`src/rtl/seg_scan_ctrl.sv`:
```
// Time-multiplexed common-anode seven-segment scanner: per-frame snapshot of
// the hex digits, hex decode, leading-zero suppression and anode dead time.

module seg_scan_lane (
  input  logic [3:0] nib,
  input  logic       blank,
  output logic [6:0] pat
);
  // Active-low gfedcba patterns.
  always_comb begin
    pat = 7'h7F;
    if (!blank) begin
      unique case (nib)
        4'h0: pat = 7'h40;
        4'h1: pat = 7'h79;
        4'h2: pat = 7'h24;
        4'h3: pat = 7'h30;
        4'h4: pat = 7'h19;
        4'h5: pat = 7'h12;
        4'h6: pat = 7'h02;
        4'h7: pat = 7'h78;
        4'h8: pat = 7'h00;
        4'h9: pat = 7'h10;
        4'hA: pat = 7'h08;
        4'hB: pat = 7'h03;
        4'hC: pat = 7'h46;
        4'hD: pat = 7'h21;
        4'hE: pat = 7'h06;
        4'hF: pat = 7'h0E;
        default: pat = 7'h7F;
      endcase
    end
  end
endmodule

module seg_scan_ctrl #(
  parameter int NUM_DIGITS  = 8,
  parameter int REFRESH_DIV = 100000,
  parameter int DEAD_CYCLES = 2
) (
  input  logic                          clk,
  input  logic                          rst_n,
  input  logic [4*NUM_DIGITS-1:0]       digits,
  input  logic [NUM_DIGITS-1:0]         dp,
  input  logic [NUM_DIGITS-1:0]         digit_en,
  input  logic                          lz_en,
  output logic [NUM_DIGITS-1:0]         an,
  output logic [6:0]                    seg,
  output logic                          seg_dp,
  output logic [$clog2(NUM_DIGITS)-1:0] digit_idx,
  output logic                          frame_done
);
  localparam int IW = $clog2(NUM_DIGITS);
  localparam int CW = (REFRESH_DIV > 1) ? $clog2(REFRESH_DIV) : 1;
  localparam logic [CW-1:0] CNT_LAST = CW'(REFRESH_DIV - 1);
  localparam logic [IW-1:0] IDX_LAST = IW'(NUM_DIGITS - 1);
  localparam logic [CW-1:0] DEAD     = CW'(DEAD_CYCLES);

  logic [CW-1:0] cnt;
  logic [IW-1:0] idx;

  logic [NUM_DIGITS-1:0][3:0] snap_dig;
  logic [NUM_DIGITS-1:0]      snap_dp;
  logic [NUM_DIGITS-1:0]      snap_en;
  logic                       snap_lz;

  logic [NUM_DIGITS-1:0][6:0] pat;
  logic [NUM_DIGITS-1:0]      supp;
  logic [NUM_DIGITS-1:0]      onehot;
  logic                       slot_end, frame_end, in_dead;

  assign slot_end  = (cnt == CNT_LAST);
  assign frame_end = slot_end && (idx == IDX_LAST);
  assign in_dead   = (cnt < DEAD);

  // Digit i blanks when it and every more-significant digit is zero.
  for (genvar i = 0; i < NUM_DIGITS; i++) begin : g_lane
    if (i == 0) begin : g_lsd
      assign supp[i] = 1'b0;
    end else begin : g_upper
      assign supp[i] = snap_lz && (snap_dig[NUM_DIGITS-1:i] == '0);
    end
    seg_scan_lane u_lane (
      .nib   (snap_dig[i]),
      .blank (supp[i]),
      .pat   (pat[i])
    );
  end

  always_comb begin
    onehot      = '0;
    onehot[idx] = 1'b1;
  end

  always_ff @(posedge clk or negedge rst_n) begin
    if (!rst_n) begin
      cnt        <= '0;
      idx        <= '0;
      snap_dig   <= '0;
      snap_dp    <= '0;
      snap_en    <= '0;
      snap_lz    <= 1'b0;
      an         <= '1;
      seg        <= 7'h7F;
      seg_dp     <= 1'b1;
      digit_idx  <= '0;
      frame_done <= 1'b0;
    end else begin
      if (slot_end) begin
        cnt <= '0;
        idx <= (idx == IDX_LAST) ? '0 : idx + 1'b1;
      end else begin
        cnt <= cnt + 1'b1;
      end

      // Snapshot only at the frame boundary so a frame never mixes old/new data.
      if (frame_end) begin
        snap_dig <= digits;
        snap_dp  <= dp;
        snap_en  <= digit_en;
        snap_lz  <= lz_en;
      end

      digit_idx  <= idx;
      frame_done <= (cnt == '0) && (idx == '0);

      if (in_dead || !snap_en[idx]) begin
        an     <= '1;
        seg    <= 7'h7F;
        seg_dp <= 1'b1;
      end else begin
        an     <= ~onehot;
        seg    <= pat[idx];
        seg_dp <= ~snap_dp[idx];
      end
    end
  end
endmodule
```
`config.mk`:
```
export PLATFORM = sky130hd
export DESIGN_NAME = seg_scan_ctrl
export DESIGN_NICKNAME = d
export VERILOG_FILES = /design/src/rtl/seg_scan_ctrl.sv
export SDC_FILE = /design/constraint.sdc
export NUM_CORES = 1
export LEC_CHECK = 0
export CAP_MARGIN = 30
export CORE_ASPECT_RATIO = 1.25
export CORE_MARGIN = 4
export CORE_UTILIZATION = 45
export DETAILED_ROUTE_END_ITERATION = 8
export GPL_TIMING_DRIVEN = 0
export HOLD_SLACK_MARGIN = 0.12
export PLACE_DENSITY = 0.62
export SLEW_MARGIN = 10
export SYNTH_ARGS = -nofsm -noshare
export SYNTH_HDL_FRONTEND = slang
export SYNTH_SLANG_ARGS = --single-unit
```
`constraint.sdc`:
```
create_clock -name clk -period 6.3 [get_ports clk]
set_input_delay 0.945 -clock clk [delete_from_list [all_inputs] [get_ports clk]]
set_output_delay 0.945 -clock clk [all_outputs]
set_load 0.03 [all_outputs]
```
== Word-level counts from Yosys, hierarchy flattened ==
Memory sizes are Yosys's and may differ from the RTL's.
Index checks and enable logic that the tools add are counted.

* $add $sub $neg: 2
* Magnitude comparators: 3
* Equal/unequal tests: 2
* Mux-type cells: 20
* Bitwise logic cells: 2
* Reduce and logical (&&, ||, !) cells: 21

{| class="wikitable"
|+ Operators with widths
! operator !! number
|-
| $mux 7 || 9
|-
| $logic_not 28->1 || 1
|-
| $logic_not 24->1 || 1
|-
| $bmux 7 s3 || 1
|-
| $logic_not 20->1 || 1
|-
| $add 17x1->17 const B || 1
|-
| $eq 17x17->1 const B || 1
|-
| $logic_not 17->1 || 1
|-
| $lt 17x2->1 const B || 1
|-
| $mux 17 || 1
|-
| $logic_not 16->1 || 1
|-
| $logic_not 12->1 || 1
|-
| $logic_and 1x1->1 || 10
|-
| $logic_not 8->1 || 1
|-
| $mux 8 || 1
|-
| $not 8->8 || 1
|-
| $bmux 1 s3 || 2
|-
| $logic_not 4->1 || 1
|-
| $lt 3x4->1 const B || 1
|-
| $mux 1 || 4
|-
| $add 3x1->3 const B || 1
|-
| $demux 1 s3 || 1
|-
| $eq 3x3->1 const B || 1
|-
| $ge 3x1->1 const B || 1
|-
| other kinds (5) || 5
|}

* Register bits after elaboration: 89
* Bits in read-only memories: 896
* Bits of input ports: 51
* Output and inout bits: 20
* Word-level logic and storage cells: 76
* Memories: 8

{| class="wikitable"
|+ Memory list
! memory !! words !! bits a word !! rd ports !! clocked after Yosys merged registers in !! write ports !! RTL line !! RTL
|-
| (name not given) || 16 || 7 || 1 || 0 || 0 || 13 || <nowiki>unique case (nib)</nowiki>
|-
| (name not given) || 16 || 7 || 1 || 0 || 0 || 13 ||
|-
| (name not given) || 16 || 7 || 1 || 0 || 0 || 13 ||
|-
| (name not given) || 16 || 7 || 1 || 0 || 0 || 13 ||
|-
| (name not given) || 16 || 7 || 1 || 0 || 0 || 13 ||
|-
| (name not given) || 16 || 7 || 1 || 0 || 0 || 13 ||
|-
| 2 more memories || n/a || n/a || n/a || n/a || n/a || n/a ||
|}

== Logic depth before layout (Yosys ltp) ==
* Depth in word-level cells: 6
* Gate-level depth with buffers: 9
* Mapped depth without buffers: 8

== Hierarchy ==
From an unflattened synthesis, not the netlist that was laid out.

* Cells, all modules: 597
* Area total of the unflattened synthesis: 6,542.5 um^2

{| class="wikitable"
|+ By module, submodules not included
! module !! instances !! cells each !! area each (um^2)
|-
| seg_scan_ctrl || 1 || 317 || 4,150.2
|-
| seg_scan_lane || 8 || 35 || 299.0
|}

== Worst setup path before layout ==
Ideal clock, no wire load.

* Path type: register to register
* Start point: register snap_dig[28] (netlist name)
* End point: register seg[1]
* Setup time: 60 ps
* Arrival time: 2,152 ps
* Data required time: 6,240 ps
* Slack: 4,088 ps
* Cell stages (with the launch flop): 10
* Buffers on the path: 1
* Cells stage by stage: dfrtp_1 inv_1 ha_1 nor4bb_1 buf_2 nand4_4 nor4_4 nand2_1 a2111oi_2 or4_1

* Word-level cells in the longest chain between the ends: 6
* Elaborated cells on any way between the ends: 25
* Classes of those cells: mux: 10; reduce/logical: 14; memory: 1

{| class="wikitable"
|+ Ends and longest elaborated chain
! what !! RTL line !! RTL
|-
| start: declaration || 62 || <nowiki>logic [NUM_DIGITS-1:0][3:0] snap_dig;</nowiki>
|-
| start signal: assignment || 118 || <nowiki>snap_dig <= digits;</nowiki>
|-
| parallel branches: the longest is 3 deep, another holds $mem_v2 16x7 || n/a ||
|-
| $bmux 7 s3 * || 133 || <nowiki>seg <= pat[idx];</nowiki>
|-
| $mux 7 (not written as such) * || 133 ||
|-
| $mux 7 * || 127 || <nowiki>if (in_dead || !snap_en[idx]) begin</nowiki>
|-
| end signal: assignment || 133 ||
|-
| end: declaration || 48 || <nowiki>output logic [6:0] seg,</nowiki>
|}

Mark *: on every way between the ends. The select of a mux whose other input is x is not followed.
A chain may end at the register's enable or synchronous reset.

== Worst setup path after layout ==
* Start point: register idx[1]
* End point: register seg[5]

* Word-level cells in the longest chain between the ends: 5
* Elaborated cells on any way between the ends: 7
* Classes of those cells: mux: 5; reduce/logical: 2

{| class="wikitable"
|+ Ends and longest elaborated chain
! what !! RTL line !! RTL
|-
| start: declaration || 60 || <nowiki>logic [IW-1:0] idx;</nowiki>
|-
| start signal: assignment || 111 || <nowiki>idx <= (idx == IDX_LAST) ? '0 : idx + 1'b1;</nowiki>
|-
| $bmux 1 s3 || 127 ||
|-
| $mux 1 (not written as such) || 127 ||
|-
| $logic_not 1->1 || 127 ||
|-
| $logic_or 1x1->1 || 127 ||
|-
| $mux 7 * || 127 ||
|}

Mark *: on every way between the ends. The rest lies on a longest branch, timed or not. The select of a mux whose other input is x is not followed.

==> run_results.csv <==
group,metric,value,unit
outcome,status,"completed",
setup_path,worstReg2RegStart,"idx[1]",
placed_design,placedInstanceArea,7010,sq um
setup_path,worst_path_max_delay_cell,"clkbuf_1",
sta,hold_viol,0,
clocking,htree_levels,3,
power,clockPowerShare,40.1,%
floorplanning,core_area,13200,sq um
setup_path,crit_chain,"clkbuf_1, inv_1, mux2i_1, a21oi_1, clkbuf_1, and3_1, nand4_1",
global_route,grtUsageTotal,21.3,%
synthesis,ys_seq_area_share,37.0,%
power,pwr-share-comb,15.1,%
final_layout,drive_gt1_share,17.1,%
synthesis,syn_inst,615,
setup_path,cp_common_cell,"clkbuf_1",
synthesis,synth_edf_count,0,
power,p_leak,3.17,nW
placed_design,portBuffers,70,
floorplanning,die_w,112,um
floorplanning,start_util,45.9,%
setup_path,slowest_delay,0.57,ns
sta,rsz0062_at_grt,"false",
setup_path,startpoint,"idx[1]",
sta,drv_slew,0,
power,p_switching,0.000364,W
clocking,cts.sinks,89,
synthesis,synth_cell_type_count,64,
synthesis,synth_async_sr_flop_share,100,%
global_route,grt_max_degree,59,
synthesis,ys_ff_latch,89,
power,power_frac_seq,44.8,%
placed_design,dp_hpwl,12.1,mm
power,sw_frac_of_total,26.6,%
setup_path,path_buf_inv,3,
route,detail-route-antenna-nets,0,
sta,setup_viol,0,
clocking,clockBufferDepth,2,
clocking,clk_pin_slew,0.06,ns
clocking,cts_tree,"built",
final_layout,n_antenna_cell,0,
clocking,clockRootBuffer,"clkbuf_16",
job,cap_violations,0,
route,drc_errors,0,
power,peakVddDrop,0.148,mV
clocking,clkLatencyLatePin,0.35,ns
synthesis,synth_flop_cell,"dfrtp_1",
route,wl,15.8,mm
final_layout,seq_area,2250,sq um
setup_path,start_kind,"register",
global_route,grt_overflow_total,0,
final_layout,num-fill-cells,1174,
route,initialDrtViolationCount,295,
floorplanning,num_rows,47,
global_route,antenna_found_initial,0,
floorplanning,die_area,15400,sq um
power,p_per_area,187,nW/um^2
synthesis,avgSynthCellArea,9.87,sq um
final_layout,final_util,55.2,%
clocking,cts_resized,0,
setup_path,worstSetupPathType,"reg2reg",
sta,min_period,2.78,ns
route,viasPerCell,5.75,
final_layout,fin_area,7300,sq um
placed_design,post-place-cells,857,
route,vias,5013,
sta,period_share,44.2,%
route,wire_per_inst,18.2,um
power,intPower,0.00101,W
final_layout,syn_to_final_growth,20.3,%
clocking,cts_buffers,9,
final_layout,multi_input_area,3530,sq um
sta,holdWs,0.415,ns
setup_path,crit_arrival,3.03,ns
route,dr.pass1.iters,5,
floorplanning,ios,71,
synthesis,synth_area,6070,sq um
synthesis,syn_nets,712,
sta,setup_tns,0,ns
setup_path,required,6.54,ns
synthesis,ys_warn_count,0,
floorplanning,die-height,138,um
sta,fmax,359,MHz
sta,skew,0.00830,ns
global_route,grt_pass1_wl,26.1,mm
clocking,hold_buffers,0,
sta,slew_headroom,56.2,%
clocking,post_cts_buffers,0,
worst_hold_path,min_from,"idx[0]",
setup_path,crit_path_max_fanout,10,
worst_hold_path,hold_path.class,"reg2reg",
placed_design,gp_congestion,0.935,
final_layout,final_cells,872,
global_route,grt_pass1_vias,5068,
final_layout,nets,794,
setup_path,cp-end-kind,"register",
setup_path,critPathTopFamily,"buffers and inverters",
sta,worstMarginPinSlew,0.657,ns
[kinds of logic after synthesis]
| kind of cell | synth area share, % |
|---|---|
| AO/OA/AOI/OAI | 14.8 |
| XOR/XNOR | 2.16 |
| AND/OR/NAND/NOR | 15.9 |
| multiplexers | 15.9 |
| adder cells (fa/ha/maj) | 9.48 |
| flip-flops | 37.0 |
| buffers and inverters | 4.78 |
[power groups by stage]
stage	registers [W]	clock network, W	logic (W)
6_report	0.000614	0.000549	0.000206
5_1_grt	0.000618	0.000579	0.000226
4_1_cts	0.000614	0.000561	0.000206
3_5_place_dp	0.000625	0	0.000205
3_3_place_gp	0.000624	0	0.000200
2_1_floorplan	0.000628	0	0.000113
[sequential cells by signal, indices dropped and copies added, names as in the netlist]
signal,count
cnt,17
snap_dp,8
snap_en,8
seg,7
an,8
seg_dp,1
snap_dig,32
idx,3
snap_lz,1
frame_done,1
digit_idx,3
[synth_stat cells, types with 3 or more instances]
cell type,n,area [sq um]
dfrtp_1,73,1830
ha_1,46,576
mux2_2,46,518
nand2_1,46,173
nor2_1,44,165
o21ai_0,38,190
inv_1,35,131
a21oi_1,24,120
clkbuf_1,22,82.6
nand3_1,19,95.1
dfstp_2,16,420
mux2i_1,16,160
o211ai_1,12,90.1
nor3_1,11,55.1
mux2_4,10,150
a22oi_1,9,67.6
nand4_1,9,56.3
xor2_1,9,78.8
nand2b_1,8,50.1
and3_1,7,43.8
nor2b_1,7,43.8
buf_2,6,30.0
mux4_2,6,135
o311ai_0,6,52.6
xnor2_1,6,52.6
a211oi_1,5,37.5
nor4_1,5,31.3
o31ai_1,5,37.5
or2_2,5,31.3
a211o_1,4,35.0
a221oi_1,4,35.0
a31oi_1,4,25.0
buf_1,4,15.0
a31o_2,3,26.3
o22ai_1,3,18.8
o31a_1,3,26.3
or3_1,3,18.8
[layout make-up]
type | instances | area share (%)
buffer | 35 | 2.12
clock buffer | 10 | 3.13
clock inverter | 5 | 0.908
inverter | 36 | 1.85
multi-input combinational | 455 | 48.4
sequential | 89 | 30.8
tap | 171 | 2.93
timing repair buffer | 71 | 9.93
[per-layer routing]
| layer | GRT usage, % | part of all wire, % | vias to the layer above |
|---|---|---|---|
| met1 | 27.6 | 43 | 2428 |
| met5 | 0 | 0 | - |
| li1 | - | - | 2393 |
| met3 | 3.51 | 5.3 | 31 |
| met4 | 8.32 | 2.8 | 0 |
| met2 | 35.7 | 49 | 161 |
[through the flow]
stage                     total power (W)  setup slack (ns)
after floorplan                  0.000741              4.09
after detailed placement         0.000830              3.60
after CTS                         0.00138              3.59
after global routing              0.00142              3.39
final                             0.00137              3.52
after global placement           0.000824              1.00
[worst paths after layout]
check / slack (ns) / cells after the start / end
setup / recovery: 3.52 / 7 / seg[5]
setup reg to reg: 3.52 / 7 / seg[5]
hold / removal: 0.41 / 0 / digit_idx[0]
min in group asynchronous: 0.54 / 1 / snap_dig[16]
hold reg to reg: 0.41 / 0 / digit_idx[0]
max in group asynchronous: 5.09 / 2 / seg_dp
[worst reg2reg max path, cell delays in order (launching register included)]
cell and delay, ns:
dfrtp_1 0.39, clkbuf_1 0.42, inv_1 0.26, mux2i_1 0.18, a21oi_1 0.43, clkbuf_1 0.57, and3_1 0.30, nand4_1 0.13
[cells in the final DEF (no fill, tap or decap), types with 6 or more instances in the layout]
| cell | instances |
|---|---|
| clkdlybuf4s50_1 | 69 |
| nand2_1 | 46 |
| nand2b_1 | 8 |
| nor3_1 | 11 |
| xor2_1 | 9 |
| clkbuf_1 | 23 |
| mux4_2 | 6 |
| nor2_1 | 44 |
| clkbuf_16 | 9 |
| a21oi_1 | 24 |
| inv_1 | 35 |
| o311ai_0 | 6 |
| a22oi_1 | 9 |
| and3_1 | 7 |
| mux2_2 | 46 |
| o211ai_1 | 12 |
| buf_2 | 6 |
| mux2i_1 | 16 |
| xnor2_1 | 6 |
| nand3_1 | 19 |
| o21ai_0 | 38 |
| mux2_4 | 10 |
| dfstp_2 | 16 |
| dfrtp_1 | 73 |
| nand4_1 | 9 |
| nor2b_1 | 7 |
| ha_1 | 46 |
(Power assumes the default switching activity.)
